$ cat config.mk
export PLATFORM = sky130hd
export DESIGN_NAME = uart_rx_framed_flat
export DESIGN_NICKNAME = d
export VERILOG_FILES = /design/src/rtl/uart_pkg.sv /design/src/rtl/uart_rx_framed_if.sv /design/src/rtl/uart_rx_sync.sv /design/src/rtl/uart_rx_framed.sv /design/src/flat_wrapper.sv
export SDC_FILE = /design/constraint.sdc
export NUM_CORES = 1
export LEC_CHECK = 0
export BUFFER_PORTS_ARGS = -buffer_cell sky130_fd_sc_hd__clkbuf_2
export CAP_MARGIN = 20
export CORE_ASPECT_RATIO = 0.9
export CORE_MARGIN = 2
export CORE_UTILIZATION = 45
export CTS_CLUSTER_SIZE = 20
export DETAILED_ROUTE_END_ITERATION = 6
export HOLD_SLACK_MARGIN = 0.05
export PLACE_DENSITY = 0.71
export SYNTH_ARGS = -nofsm -noshare
export SYNTH_HDL_FRONTEND = slang
export SYNTH_SLANG_ARGS = --single-unit
$ cat constraint.sdc
create_clock -name i_clk -period 4 [get_ports i_clk]
set_input_delay 0 -clock i_clk [delete_from_list [all_inputs] [get_ports i_clk]]
set_output_delay 0 -clock i_clk [all_outputs]
set_load 0.03 [all_outputs]
$ cat src/rtl/uart_pkg.sv
// rtl/uart_pkg.sv - shared UART receiver state encoding, parity modes and divisor limit
package uart_pkg;

    typedef enum logic [2:0] {
        ST_IDLE   = 3'd0,
        ST_START  = 3'd1,
        ST_DATA   = 3'd2,
        ST_PARITY = 3'd3,
        ST_STOP   = 3'd4
    } uart_state_e;

    localparam logic PARITY_EVEN = 1'b0;
    localparam logic PARITY_ODD  = 1'b1;

    localparam int unsigned MIN_CYCLES_PER_BIT = 4;

    // Expected parity bit for a word zero-extended to 9 bits.
    function automatic logic parity_bit(input logic [8:0] data, input logic odd);
        return (^data) ^ odd;
    endfunction

endpackage

$ cat src/rtl/uart_rx_framed_if.sv
// rtl/uart_rx_framed_if.sv - received-word valid/ready handshake between receiver and register block
interface uart_rx_framed_if #(
    parameter int DATA_BITS = 8
);
    logic [DATA_BITS-1:0] o_data_w;
    logic                 o_data_valid;
    logic                 i_data_ready;

    modport master (
        output o_data_w,
        output o_data_valid,
        input  i_data_ready
    );

    modport slave (
        input  o_data_w,
        input  o_data_valid,
        output i_data_ready
    );
endinterface

$ cat src/rtl/uart_rx_sync.sv
// rtl/uart_rx_sync.sv - 2-FF line synchronizer (resets to idle-high) with registered falling-edge pulse
module uart_rx_sync (
    input  logic i_clk,
    input  logic i_rst_n,
    input  logic i_rx_w,
    output logic o_rx,
    output logic o_fall
);
    logic meta_q;
    logic sync_q;
    logic fall_q;

    // fall_q rises together with sync_q going low, so the edge is seen 2 cycles after the pin.
    always_ff @(posedge i_clk or negedge i_rst_n) begin
        if (!i_rst_n) begin
            meta_q <= 1'b1;
            sync_q <= 1'b1;
            fall_q <= 1'b0;
        end else begin
            meta_q <= i_rx_w;
            sync_q <= meta_q;
            fall_q <= sync_q & ~meta_q;
        end
    end

    assign o_rx   = sync_q;
    assign o_fall = fall_q;
endmodule

$ cat src/rtl/uart_rx_framed.sv
// rtl/uart_rx_framed.sv - framed UART receiver, runtime divisor, 5..9 data bits; parity under UART_RX_PARITY_EN
module uart_rx_framed
    import uart_pkg::*;
#(
    parameter int DATA_BITS = 8,
    parameter int DIV_W     = 16
) (
    input  logic             i_clk,
    input  logic             i_rst_n,
    input  logic             i_rx_w,
    input  logic [DIV_W-1:0] i_cycles_per_bit,
`ifdef UART_RX_PARITY_EN
    input  logic             i_parity_en,
    input  logic             i_parity_odd,
`endif
    uart_rx_framed_if.master out_if,
    output logic             o_busy,
    output logic             o_frame_err,
    output logic             o_parity_err,
    output logic             o_overrun
);
    localparam logic [2:0] S_IDLE   = 3'(ST_IDLE);
    localparam logic [2:0] S_START  = 3'(ST_START);
    localparam logic [2:0] S_DATA   = 3'(ST_DATA);
    localparam logic [2:0] S_PARITY = 3'(ST_PARITY);
    localparam logic [2:0] S_STOP   = 3'(ST_STOP);
    localparam int         IDX_W    = $clog2(DATA_BITS);

    logic                 rx_s, fall_s, tick, par_en, par_odd;
    logic [2:0]           state_q, state_d;
    logic [DIV_W-1:0]     div_q, div_d, cnt_q, cnt_d;
    logic [IDX_W-1:0]     idx_q, idx_d;
    logic [DATA_BITS-1:0] shift_q, shift_d, data_q, data_d;
    logic                 par_err_q, par_err_d, valid_q, valid_d;
    logic                 ferr_q, ferr_d, perr_q, perr_d, ovr_q, ovr_d;

`ifdef UART_RX_PARITY_EN
    assign par_en  = i_parity_en;
    assign par_odd = i_parity_odd;
`else
    assign par_en  = 1'b0;
    assign par_odd = 1'b0;
`endif

    uart_rx_sync u_sync (
        .i_clk   (i_clk),
        .i_rst_n (i_rst_n),
        .i_rx_w  (i_rx_w),
        .o_rx    (rx_s),
        .o_fall  (fall_s)
    );

    assign tick = (cnt_q == '0);

    always_comb begin
        state_d   = state_q;
        div_d     = div_q;
        cnt_d     = cnt_q;
        idx_d     = idx_q;
        shift_d   = shift_q;
        par_err_d = par_err_q;
        data_d    = data_q;
        valid_d   = valid_q & ~out_if.i_data_ready;
        ferr_d    = 1'b0;
        perr_d    = 1'b0;
        ovr_d     = 1'b0;
        if (!tick) cnt_d = cnt_q - DIV_W'(1);
        case (state_q)
            S_IDLE: if (fall_s) begin
                div_d     = i_cycles_per_bit;
                cnt_d     = (i_cycles_per_bit >> 1) - DIV_W'(1);
                par_err_d = 1'b0;
                state_d   = S_START;
            end
            S_START: if (tick) begin
                if (!rx_s) begin
                    cnt_d   = div_q - DIV_W'(1);
                    idx_d   = '0;
                    state_d = S_DATA;
                end else begin
                    state_d = S_IDLE;
                end
            end
            S_DATA: if (tick) begin
                // LSB arrives first, so shifting in from the top leaves it at bit 0.
                shift_d = {rx_s, shift_q[DATA_BITS-1:1]};
                cnt_d   = div_q - DIV_W'(1);
                if (idx_q == IDX_W'(DATA_BITS - 1)) state_d = par_en ? S_PARITY : S_STOP;
                else                                idx_d   = idx_q + IDX_W'(1);
            end
            S_PARITY: if (tick) begin
                par_err_d = (rx_s != parity_bit(9'(shift_q), par_odd));
                cnt_d     = div_q - DIV_W'(1);
                state_d   = S_STOP;
            end
            S_STOP: if (tick) begin
                // Back to IDLE at mid-stop so a start bit right after this stop bit is caught.
                state_d = S_IDLE;
                if (!rx_s)                                 ferr_d = 1'b1;
                else if (par_err_q)                        perr_d = 1'b1;
                else if (!valid_q || out_if.i_data_ready) begin
                    data_d  = shift_q;
                    valid_d = 1'b1;
                end else                                   ovr_d  = 1'b1;
            end
            default: state_d = S_IDLE;
        endcase
    end

    always_ff @(posedge i_clk or negedge i_rst_n) begin
        if (!i_rst_n) begin
            state_q   <= S_IDLE;
            div_q     <= '0;
            cnt_q     <= '0;
            idx_q     <= '0;
            shift_q   <= '0;
            par_err_q <= 1'b0;
            data_q    <= '0;
            valid_q   <= 1'b0;
            ferr_q    <= 1'b0;
            perr_q    <= 1'b0;
            ovr_q     <= 1'b0;
        end else begin
            state_q   <= state_d;
            div_q     <= div_d;
            cnt_q     <= cnt_d;
            idx_q     <= idx_d;
            shift_q   <= shift_d;
            par_err_q <= par_err_d;
            data_q    <= data_d;
            valid_q   <= valid_d;
            ferr_q    <= ferr_d;
            perr_q    <= perr_d;
            ovr_q     <= ovr_d;
        end
    end

    assign out_if.o_data_w     = data_q;
    assign out_if.o_data_valid = valid_q;
    assign o_busy              = (state_q != S_IDLE);
    assign o_frame_err         = ferr_q;
    assign o_parity_err        = perr_q;
    assign o_overrun           = ovr_q;
endmodule

$ cat src/flat_wrapper.sv
// flat-port wrapper written by rule: the top's interface ports become plain ports
module uart_rx_framed_flat import uart_pkg::*;
#(
    parameter int DATA_BITS = 8,
    parameter int DIV_W     = 16
)
  (i_clk, i_rst_n, i_rx_w, i_cycles_per_bit, o_busy, o_frame_err, o_parity_err, o_overrun, out_if_o_data_w, out_if_o_data_valid, out_if_i_data_ready);
  uart_rx_framed_if #(.DATA_BITS(DATA_BITS)) out_if_i ();
  input  logic i_clk;
  input  logic i_rst_n;
  input  logic i_rx_w;
  input  logic [DIV_W-1:0] i_cycles_per_bit;
  output logic o_busy;
  output logic o_frame_err;
  output logic o_parity_err;
  output logic o_overrun;
  output wire logic [$bits(out_if_i.o_data_w)-1:0] out_if_o_data_w;
  output wire logic [$bits(out_if_i.o_data_valid)-1:0] out_if_o_data_valid;
  input wire logic [$bits(out_if_i.i_data_ready)-1:0] out_if_i_data_ready;
  assign out_if_o_data_w = out_if_i.o_data_w;
  assign out_if_o_data_valid = out_if_i.o_data_valid;
  assign out_if_i.i_data_ready = out_if_i_data_ready;
  uart_rx_framed #(.DATA_BITS(DATA_BITS), .DIV_W(DIV_W)) u_core (.i_clk(i_clk), .i_rst_n(i_rst_n), .i_rx_w(i_rx_w), .i_cycles_per_bit(i_cycles_per_bit), .out_if(out_if_i), .o_busy(o_busy), .o_frame_err(o_frame_err), .o_parity_err(o_parity_err), .o_overrun(o_overrun));
endmodule
==> Implementation_results.wiki, run 1 <==
{| class="wikitable"
! Metric !! Value
|-
| Run status || finished, final reports clean
|-
| First DRT Iteration DRCs || 241
|-
| Maximum fanout along the worst path || 12
|-
| Data arrival, critical path || 3.02 ns
|-
| Gpl congestion || 0.885
|-
| Average via count per standard cell || 5.63
|-
| Core Region || 7620 um2
|-
| Startpoint Class || register
|-
| List of cells traversed by the critical path || inv_1, ha_1, nor4b_1, nand4_1, nor3_2, mux2_2
|-
| Fraction of power consumed by the clock network || 0.237
|-
| Root buffer cell || sky130_fd_sc_hd__clkbuf_8
|-
| Sw frac || 0.380
|-
| Final cell count without fillers || 526
|-
| Switching power || 867 uW
|-
| Clock period minus worst slack || 2.81 ns
|-
| Cell Area, Placed || 3800 um2
|-
| Part of the power in registers || 0.450
|-
| Crit share post-route || 0.701
|-
| DR vias || 2964
|-
| Number of levels in the clock H-tree || 3
|-
| Cell types with the largest area share after synthesis || sky130_fd_sc_hd__dfrtp_1 (42%), sky130_fd_sc_hd__nand2_1 (7.1%), sky130_fd_sc_hd__xnor2_1 (5.7%)
|-
| Post-Syn Nets || 403
|-
| Layout area overhead || 17.3%
|-
| Total Negative Setup Slacks || 0 ns
|-
| Setup repair bufs after CTS || 0
|-
| Insertion delay of the later-clocked pin in the worst-skew pair || 0.34 ns
|-
| Final number of max-transition violations || 0
|-
| Number of search-and-repair iterations in the first detailed-routing pass || 4
|-
| Chip Height || 88.4 um
|-
| Actual slew at the worst max-slew pin || 0.794 ns
|-
| Fin area || 4180 um2
|-
| Cell taking the most area after synthesis || sky130_fd_sc_hd__dfrtp_1
|-
| Setup crit end kind || register
|-
| Maximum clock insertion buffer count || 2
|-
| Routed Antenna Nets || 0
|-
| Crit path max-delay cell type || sky130_fd_sc_hd__nor3_2
|-
| Setup repair after global routing missed its margin || false
|-
| Maximum number of pins on one net before global-route repair || 63
|-
| Upper clock frequency limit || 0.357 GHz
|-
| Detailed placer's ending HPWL || 5.71 mm
|-
| Post-synthesis register bit count || 62
|-
| Per-instance average area after synthesis || 9.44 um2
|-
| Finished Core Util || 0.548
|-
| Proportion of netlist area held by the largest area contributor || 0.422
|-
| Overall Global Routing Usage || 0.201
|-
| Final Hold Fails || 0
|-
| Number of hold buffers added after cts || 19
|-
| Worst setup path category || register to register
|-
| Clock tree from TritonCTS || yes
|-
| Fraction of final layout cells sized beyond drive strength 1 || 0.156
|-
| Vias in the first global route || 2857
|-
| # diodes || 0
|-
| Most common cell in the synthesized netlist || sky130_fd_sc_hd__nand2_1
|-
| Total grt overflow || 0
|-
| Worst IR Drop VDD || 332 uV
|-
| I/O pin count || 33
|-
| Number of cells upsized or downsized after cts || 0
|-
| Combinational Power Share || 0.313
|-
| Port buffer count || 32
|-
| Number of rows in the core area || 30
|-
| Number of enable flip-flop cells after synthesis || 0
|-
| Remaining routing DRC violations || 0
|-
| Relative slew slack || 0.471
|-
| Power per standard cell area || 547 nW/um2
|-
| Die outline area || 8640 um2
|-
| Required time of the critical path || 4.22 ns
|-
| Prevailing post-synth register cell || sky130_fd_sc_hd__dfrtp_1
|-
| Static Leak || 1.83 nW
|-
| Synth Warn # || 0
|-
| Synth cell types || 49
|-
| Aggregate routed wire length || 8.15 mm
|-
| Post-synthesis cell count || 377
|-
| Global-route wire length before repair || 13.9 mm
|-
| Worst min-delay path class || primary input to register
|-
| Final nets || 451
|-
| Area of the mapped netlist || 3560 um2
|-
| Worst clock skew || 0.0104 ns
|-
| CTS clk-pin slew, worst paths || 0.08 ns
|-
| Ranking of synthesized cells by instance count || sky130_fd_sc_hd__nand2_1 (67), sky130_fd_sc_hd__dfrtp_1 (60), sky130_fd_sc_hd__xnor2_1 (23)
|-
| Overall die width || 97.8 um
|-
| Peak per-stage delay on the critical path || 0.72 ns
|-
| Internal power consumption || 1.42 mW
|-
| Number of clock sinks seen by CTS || 62
|-
| Total power || 2.29 mW
|-
| Sequential cell area fraction in the yosys report || 0.437
|-
| Placed Cells || 491
|-
| Antenna violations before repair || 0
|-
| Average routed wire per standard cell || 15.5 um
|-
| Clock buffer count from CTS || 9
|-
| Initial core utilization || 0.467
|-
| Number of endpoints failing setup at the final stage || 0
|-
| Share of synthesized registers carrying an async set or reset || 1.00
|-
| Max Cap Viol || 0
|}
-- worst paths after layout --
check / startpoint / end / slack [ns] / depth (start not counted)
worst min-delay path: i_rx_w / u_core.u_sync.meta_q / 0.30 / 2
min in group asynchronous: i_rst_n / u_core.div_q[15] / 0.36 / 3
max in group asynchronous: i_rst_n / u_core.cnt_q[8] / 3.11 / 3
worst max-delay path: u_core.cnt_q[0] / u_core.shift_q[1] / 1.19 / 6
worst max register to register: u_core.cnt_q[0] / u_core.shift_q[1] / 1.19 / 6
worst min register to register: u_core.u_sync.meta_q / u_core.u_sync.o_rx / 0.38 / 0
-- layer usage --
metal  track usage  vias to the layer above  wire (um)  share of wire
met2         0.310                       58       3730           0.46
met1         0.290                     1457       3920           0.48
met4        0.0732                        0        123          0.015
met3        0.0308                        7        373          0.046
met5             0                        -          0              0
li1              -                     1442          -              -
-- flip-flops by register name (all words and copies together), names as in the netlist --
name and flops:
u_core.out_if.o_data_w 8, u_core.cnt_q 16, u_core.o_parity_err 1, u_core.div_q 16, u_core.u_sync.meta_q 1, u_core.u_sync.o_rx 1
u_core.o_frame_err 1, u_core.u_sync.o_fall 1, u_core.o_overrun 1, u_core.idx_q 3, u_core.par_err_q 1, u_core.shift_q 8
u_core.state_q 3, u_core.out_if.o_data_valid 1
-- placed cells by master, fill, tap and decap left out, drive strengths merged, types with 5 or more instances in the layout --
master       netlist  routed
o221ai             8       8
nand3              8       8
dfrtp             60      60
mux2              17      17
xor2              19      19
nand2             67      67
dlygate4sd3        0      19
nor4              12      12
xnor2             23      23
inv                9      10
nor3              15      15
nor2              20      20
clkbuf            16      42
a21oi             10      10
nor3b              7       7
or4                8       8
or3                5       5
nand4              5       5
o21ai             10      10
ha                 6       6
-- logic make-up after synthesis --
group | synth area share
fa+ha+maj | 0.0211
xor+xnor | 0.103
mux | 0.0650
compound gates | 0.0879
flops | 0.437
buf+inv | 0.0299
simple gates | 0.256
-- power groups by stage --
| stage | combinational, mW | clock, mW | sequential [mW] |
|---|---|---|---|
| after floorplan | 0.573 | 0 | 0.946 |
| after global placement | 0.675 | 0 | 1.02 |
| after detailed placement | 0.694 | 0 | 1.03 |
| after CTS | 0.715 | 0.554 | 1.02 |
| after global routing | 0.815 | 0.577 | 1.06 |
| final | 0.716 | 0.542 | 1.03 |
-- area by class of cell --
| cell class | instances | area, um2 |
|---|---|---|
| clock inverters | 6 | 61.3 |
| flip-flops and latches | 62 | 1550 |
| repair buffers | 55 | 380 |
| fillers | 668 | 3440 |
| clock buffers | 10 | 128 |
| multi-input cells | 288 | 1900 |
| well taps | 96 | 120 |
| inverters | 9 | 33.8 |
-- critical path: cells and delay by family (launching register included) --
kind	cells	cell delay, ns
adders and majority gates	1	0.19
buffers and inverters	1	0.14
and+or+nand+nor	3	1.47
muxes	1	0.41
DFF	1	0.47
-- metrics by stage --
step / setup slack (ns) / hold WS, ns
2_1_floorplan: 1.74 / -0.296
3_3_place_gp: 1.37 / 0.0899
3_5_place_dp: 1.22 / 0.0889
4_1_cts: 1.20 / 0.277
5_1_grt: 0.982 / 0.305
6_report: 1.19 / 0.298
(Power assumes the default switching activity.)
==> inputs of run 2 (changes only) <==
--- a/config.mk
+++ b/config.mk
@@ -13,7 +13,7 @@
 export CTS_CLUSTER_SIZE = 20
 export DETAILED_ROUTE_END_ITERATION = 6
 export HOLD_SLACK_MARGIN = 0.05
-export PLACE_DENSITY = 0.71
+export PLACE_DENSITY = 0.74
 export SYNTH_ARGS = -nofsm -noshare
 export SYNTH_HDL_FRONTEND = slang
 export SYNTH_SLANG_ARGS = --single-unit
==> constraint.sdc (replaced) <==
create_clock -name i_clk -period 2.45 [get_ports i_clk]
set_input_delay 0 -clock i_clk [delete_from_list [all_inputs] [get_ports i_clk]]
set_output_delay 0 -clock i_clk [all_outputs]
set_load 0.03 [all_outputs]
==> run 2 against run 1 <==
- via count increased by 0.88%
- sequential share of layout area decreased by 1.4 points
- clock power is 94% higher
- flip-flop and latch count stayed put
- critical path type unchanged
==> Implementation_results.wiki, run 2 (synthesis gave the netlist of run 1 again) <==
{| class="wikitable"
! Metric !! Value
|-
| Overall die width || 97.8 um
|-
| Number of rows in the core area || 30
|-
| Global-route wire length before repair || 13.8 mm
|-
| Worst clock skew || 0.00995 ns
|-
| Required time of the critical path || 2.68 ns
|-
| Detailed placer's ending HPWL || 5.86 mm
|-
| Data arrival, critical path || 2.59 ns
|-
| Maximum fanout along the worst path || 8
|-
| First DRT Iteration DRCs || 144
|-
| Maximum clock insertion buffer count || 2
|-
| Static Leak || 1.92 nW
|-
| Setup repair after global routing missed its margin || false
|-
| Antenna violations before repair || 0
|-
| Die outline area || 8640 um2
|-
| Final Hold Fails || 0
|-
| Placed Cells || 506
|-
| Cell Area, Placed || 3910 um2
|-
| Most common cell after layout, fill and taps aside || sky130_fd_sc_hd__nand2_1
|-
| Relative slew slack || 0.482
|-
| DR vias || 2990
|-
| Port buffer count || 32
|-
| Actual slew at the worst max-slew pin || 0.777 ns
|-
| Final nets || 466
|-
| Maximum number of pins on one net before global-route repair || 63
|-
| Insertion delay of the later-clocked pin in the worst-skew pair || 0.35 ns
|-
| Vias in the first global route || 2891
|-
| Top library cells by usage in the layout, fill and taps aside || sky130_fd_sc_hd__nand2_1 (67), sky130_fd_sc_hd__dfrtp_1 (60), sky130_fd_sc_hd__clkbuf_2 (32)
|-
| Upper clock frequency limit || 0.425 GHz
|-
| I/O pin count || 33
|-
| Total grt overflow || 0
|-
| Startpoint Class || register
|-
| Fin area || 4350 um2
|-
| Number of clock sinks seen by CTS || 62
|-
| Fraction of final layout cells sized beyond drive strength 1 || 0.193
|-
| Final cell count without fillers || 541
|-
| Max Cap Viol || 0
|-
| Routed Antenna Nets || 0
|-
| Average routed wire per standard cell || 15.3 um
|-
| Worst min-delay path class || primary input to register
|-
| Run status || finished, final reports clean
|-
| Layout area overhead || 22.1%
|-
| Core Region || 7620 um2
|-
| Root buffer cell || sky130_fd_sc_hd__clkbuf_8
|-
| CTS clk-pin slew, worst paths || 0.08 ns
|-
| Number of levels in the clock H-tree || 3
|-
| Aggregate routed wire length || 8.26 mm
|-
| Overall Global Routing Usage || 0.201
|-
| Post-route worst setup slack || 0.0987 ns
|-
| Worst setup path category || register to register
|-
| Total Negative Setup Slacks || 0 ns
|-
| Average via count per standard cell || 5.53
|-
| Gpl congestion || 0.950
|-
| Clock tree from TritonCTS || yes
|-
| Setup repair bufs after CTS || 0
|-
| Number of search-and-repair iterations in the first detailed-routing pass || 4
|-
| Initial core utilization || 0.467
|-
| Worst IR Drop VDD || 531 uV
|-
| Crit share post-route || 0.960
|-
| Clock buffer count from CTS || 9
|-
| Remaining routing DRC violations || 0
|-
| Clock period minus worst slack || 2.35 ns
|-
| Number of endpoints failing setup at the final stage || 0
|-
| Largest registers || u_core.cnt_q x16, u_core.div_q x16
|-
| Chip Height || 88.4 um
|-
| Worst-case setup slack after placement || -0.0400 ns
|-
| # diodes || 0
|-
| Final number of max-transition violations || 0
|-
| Power per standard cell area || 924 nW/um2
|-
| Setup crit end kind || register
|}
[run 2: worst paths after layout]
check,cells past startpoint,from,slack [ns],endpoint
hold reg to reg,0,u_core.u_sync.meta_q,0.37,u_core.u_sync.o_rx
max in group asynchronous,3,i_rst_n,1.60,u_core.div_q[6]
setup / recovery,5,u_core.cnt_q[9],0.1,u_core.out_if.o_data_w[1]
min in group asynchronous,3,i_rst_n,0.34,u_core.div_q[12]
setup reg to reg,5,u_core.cnt_q[9],0.1,u_core.out_if.o_data_w[1]
hold / removal,2,i_rx_w,0.28,u_core.u_sync.meta_q
[run 2: metal layers]
layer / track usage / routed length [um] / part of all wire / vias to the layer above
li1: - / - / - / 1474
met1: 0.274 / 3890 / 0.47 / 1425
met2: 0.316 / 3850 / 0.47 / 73
met3: 0.0340 / 292 / 0.035 / 18
met4: 0.102 / 221 / 0.027 / 0
met5: 0 / 0 / 0 / -
[run 2: what timing repair did]
item | 4_1_cts | 5_1_grt
hold buffers | 19 | 0
endpoints found under the hold margin | 83 | 0
gates resized for setup | 1 | 3
setup endpoints to repair | 8 | 15
[run 2: final cells by class]
class                           instances  area, um2
Sequential cell                        62       1550
Clock inverter                          6       92.6
Timing Repair Buffer                   70        493
Inverter                                9       33.8
Fill cell                             661       3270
Tap cell                               96        120
Multi-Input combinational cell        288       1910
Clock buffer                           10        138
[run 2: critical path, cell delays in order (launching register included)]
cell,delay (ns)
sky130_fd_sc_hd__dfrtp_1,0.37
sky130_fd_sc_hd__or4_1,0.59
sky130_fd_sc_hd__nor4_2,0.32
sky130_fd_sc_hd__nand4_1,0.15
sky130_fd_sc_hd__and4bb_4,0.45
sky130_fd_sc_hd__mux2_1,0.35
[run 2: power by group]
group / switching [mW] / internal (mW) / total (mW)
registers: 0.321 / 1.30 / 1.62
logic: 0.708 / 0.642 / 1.35
clock network: 0.439 / 0.607 / 1.05
[run 2: through the flow]
step / util / hold slack, ns / power (mW)
after floorplan: - / -0.296 / 2.48
after global placement: 0.513 / 0.0924 / 2.87
after detailed placement: 0.513 / 0.0893 / 2.92
after CTS: 0.568 / 0.253 / 4.01
after global routing: 0.570 / 0.283 / 4.27
final: 0.570 / 0.279 / 4.02
==> inputs of run 3 (changes only) <==
--- a/config.mk
+++ b/config.mk
@@ -12,8 +12,9 @@
 export CORE_UTILIZATION = 45
 export CTS_CLUSTER_SIZE = 20
 export DETAILED_ROUTE_END_ITERATION = 6
+export GPL_ROUTABILITY_DRIVEN = 0
 export HOLD_SLACK_MARGIN = 0.05
-export PLACE_DENSITY = 0.74
+export PLACE_DENSITY_LB_ADDON = 0.12
 export SYNTH_ARGS = -nofsm -noshare
 export SYNTH_HDL_FRONTEND = slang
 export SYNTH_SLANG_ARGS = --single-unit
==> run 3 against run 2 <==
- global-route usage up 1.3 points
- highest routed layer unchanged
- utilization up 0.79 points
- non-clock buffer count up 5
- total power down 0.38%
- via count down 0.77%
- combinational power up 5%
==> Implementation_results.wiki, run 3 (synthesis gave the netlist of run 1 again) <==
{| class="wikitable"
! Metric !! Value
|-
| Number of levels in the clock H-tree || 3
|-
| Max Cap Viol || 0
|-
| Worst IR Drop VDD || 530 uV
|-
| Final Hold Fails || 0
|-
| Clock period minus worst slack || 2.38 ns
|-
| First DRT Iteration DRCs || 131
|-
| CTS clk-pin slew, worst paths || 0.07 ns
|-
| Run status || finished, final reports clean
|-
| Setup repair after global routing missed its margin || true
|-
| Data arrival, critical path || 2.61 ns
|-
| Static Leak || 1.96 nW
|-
| Chip Height || 88.4 um
|-
| Maximum number of pins on one net before global-route repair || 38
|-
| Total grt overflow || 0
|-
| Average routed wire per standard cell || 16.0 um
|-
| Maximum clock insertion buffer count || 2
|-
| Number of endpoints failing setup at the final stage || 0
|-
| Worst clock skew || 0.00975 ns
|-
| DR vias || 2967
|-
| Core Region || 7620 um2
|-
| Routed Antenna Nets || 0
|-
| Final nets || 471
|-
| Root buffer cell || sky130_fd_sc_hd__clkbuf_8
|-
| Met3 routing resource usage after global routing || 0.0553
|-
| Overall Global Routing Usage || 0.215
|-
| Power per standard cell area || 908 nW/um2
|-
| Remaining routing DRC violations || 0
|-
| Vias in the first global route || 2826
|-
| GR Util met2 || 0.325
|-
| Global-route wire length before repair || 14.3 mm
|-
| Startpoint Class || register
|-
| Insertion delay of the later-clocked pin in the worst-skew pair || 0.35 ns
|-
| Crit share post-route || 0.970
|-
| Grt peak-use layer || met2
|-
| Most common cell after layout, fill and taps aside || sky130_fd_sc_hd__nand2_1
|-
| Maximum fanout along the worst path || 8
|-
| Aggregate routed wire length || 8.73 mm
|-
| Placed Cells || 509
|-
| Relative slew slack || 0.509
|-
| Detailed placer's ending HPWL || 6.13 mm
|-
| Clock tree from TritonCTS || yes
|-
| Antenna violations before repair || 0
|-
| # diodes || 0
|-
| Total power || 4.00 mW
|-
| Number of rows in the core area || 30
|-
| Setup crit end kind || register
|-
| Top library cells by usage in the layout, fill and taps aside || sky130_fd_sc_hd__nand2_1 (67), sky130_fd_sc_hd__dfrtp_1 (60), sky130_fd_sc_hd__clkbuf_2 (32)
|-
| Worst setup path category || register to register
|-
| Number of clock sinks seen by CTS || 62
|-
| Die outline area || 8640 um2
|-
| Required time of the critical path || 2.68 ns
|-
| Average via count per standard cell || 5.43
|-
| Upper clock frequency limit || 0.421 GHz
|-
| Initial core utilization || 0.467
|-
| I/O pin count || 33
|-
| Number of search-and-repair iterations in the first detailed-routing pass || 4
|-
| Worst min-delay path class || primary input to async pin
|-
| Clock buffer count from CTS || 9
|-
| Overall die width || 97.8 um
|-
| Layout area overhead || 23.8%
|-
| Final cell count without fillers || 546
|-
| Fraction of final layout cells sized beyond drive strength 1 || 0.202
|-
| Port buffer count || 32
|-
| Final number of max-transition violations || 0
|-
| Routing usage on met1 || 0.306
|-
| Largest registers || u_core.cnt_q x16, u_core.div_q x16
|-
| Actual slew at the worst max-slew pin || 0.736 ns
|-
| Finished Core Util || 0.578
|}
run 3: per-layer routing:
| layer | share of wire | vias to the layer above | wire length (um) |
|---|---|---|---|
| met1 | 0.50 | 1404 | 4350 |
| met4 | 0.012 | 0 | 109 |
| met5 | 0 | - | 0 |
| met3 | 0.050 | 10 | 436 |
| met2 | 0.44 | 76 | 3830 |
| li1 | - | 1477 | - |
run 3: critical path, cell delays in order (launching register included):
cell and delay, ns:
sky130_fd_sc_hd__dfrtp_1 0.41, sky130_fd_sc_hd__or4_4 0.58, sky130_fd_sc_hd__nor4_4 0.36, sky130_fd_sc_hd__nand4_1 0.13, sky130_fd_sc_hd__and4bb_1 0.32, sky130_fd_sc_hd__buf_12 0.14, sky130_fd_sc_hd__mux2_1 0.32
run 3: layout make-up:
type,instances,area [um2]
Fill cell,705,3210
Timing Repair Buffer,75,568
Tap cell,96,120
Clock inverter,6,68.8
Inverter,9,33.8
Sequential cell,62,1550
Clock buffer,10,138
Multi-Input combinational cell,288,1920
run 3: repair_timing:
action / 4_1_cts / 5_1_grt
resized for setup: 1 / 3
endpoints found under the setup margin: 8 / 19
hold endpoints to repair: 45 / 0
pin swaps: 0 / 2
hold buffers: 19 / 0
buffers inserted: 0 / 2
run 3: power by group:
group / switching [mW] / total [mW] / internal, mW / leakage [nW]
clock network: 0.438 / 0.943 / 0.504 / 0.103
logic: 0.739 / 1.42 / 0.681 / 1.05
registers: 0.338 / 1.64 / 1.30 / 0.801
total: 1.52 / 4.00 / 2.48 / 1.96
run 3: stage by stage:
| step | TNS, ns | setup slack, ns | hold slack, ns | cell area (um2) |
|---|---|---|---|---|
| global route | -0.122 | -0.0205 | 0.267 | 4410 |
| detailed placement | 0 | 0.0344 | 0.0900 | 3970 |
| global placement | 0 | 0.103 | 0.0875 | 3970 |
| CTS | 0 | 0.0550 | 0.272 | 4380 |
| floorplan | 0 | 0.186 | -0.296 | 3560 |
| finish | 0 | 0.0723 | 0.251 | 4410 |
run 3: final timing paths:
check                                     start                         to  slack, ns  depth (start not counted)
max                             u_core.cnt_q[4]  u_core.out_if.o_data_w[5]       0.07                          6
min                                     i_rst_n            u_core.cnt_q[2]       0.25                          2
max reg2reg                     u_core.cnt_q[4]  u_core.out_if.o_data_w[5]       0.07                          6
min reg2reg                u_core.u_sync.meta_q         u_core.u_sync.o_rx       0.37                          0
max in group asynchronous               i_rst_n            u_core.cnt_q[4]       1.56                          3
min in group i_clk                       i_rx_w       u_core.u_sync.meta_q       0.29                          2
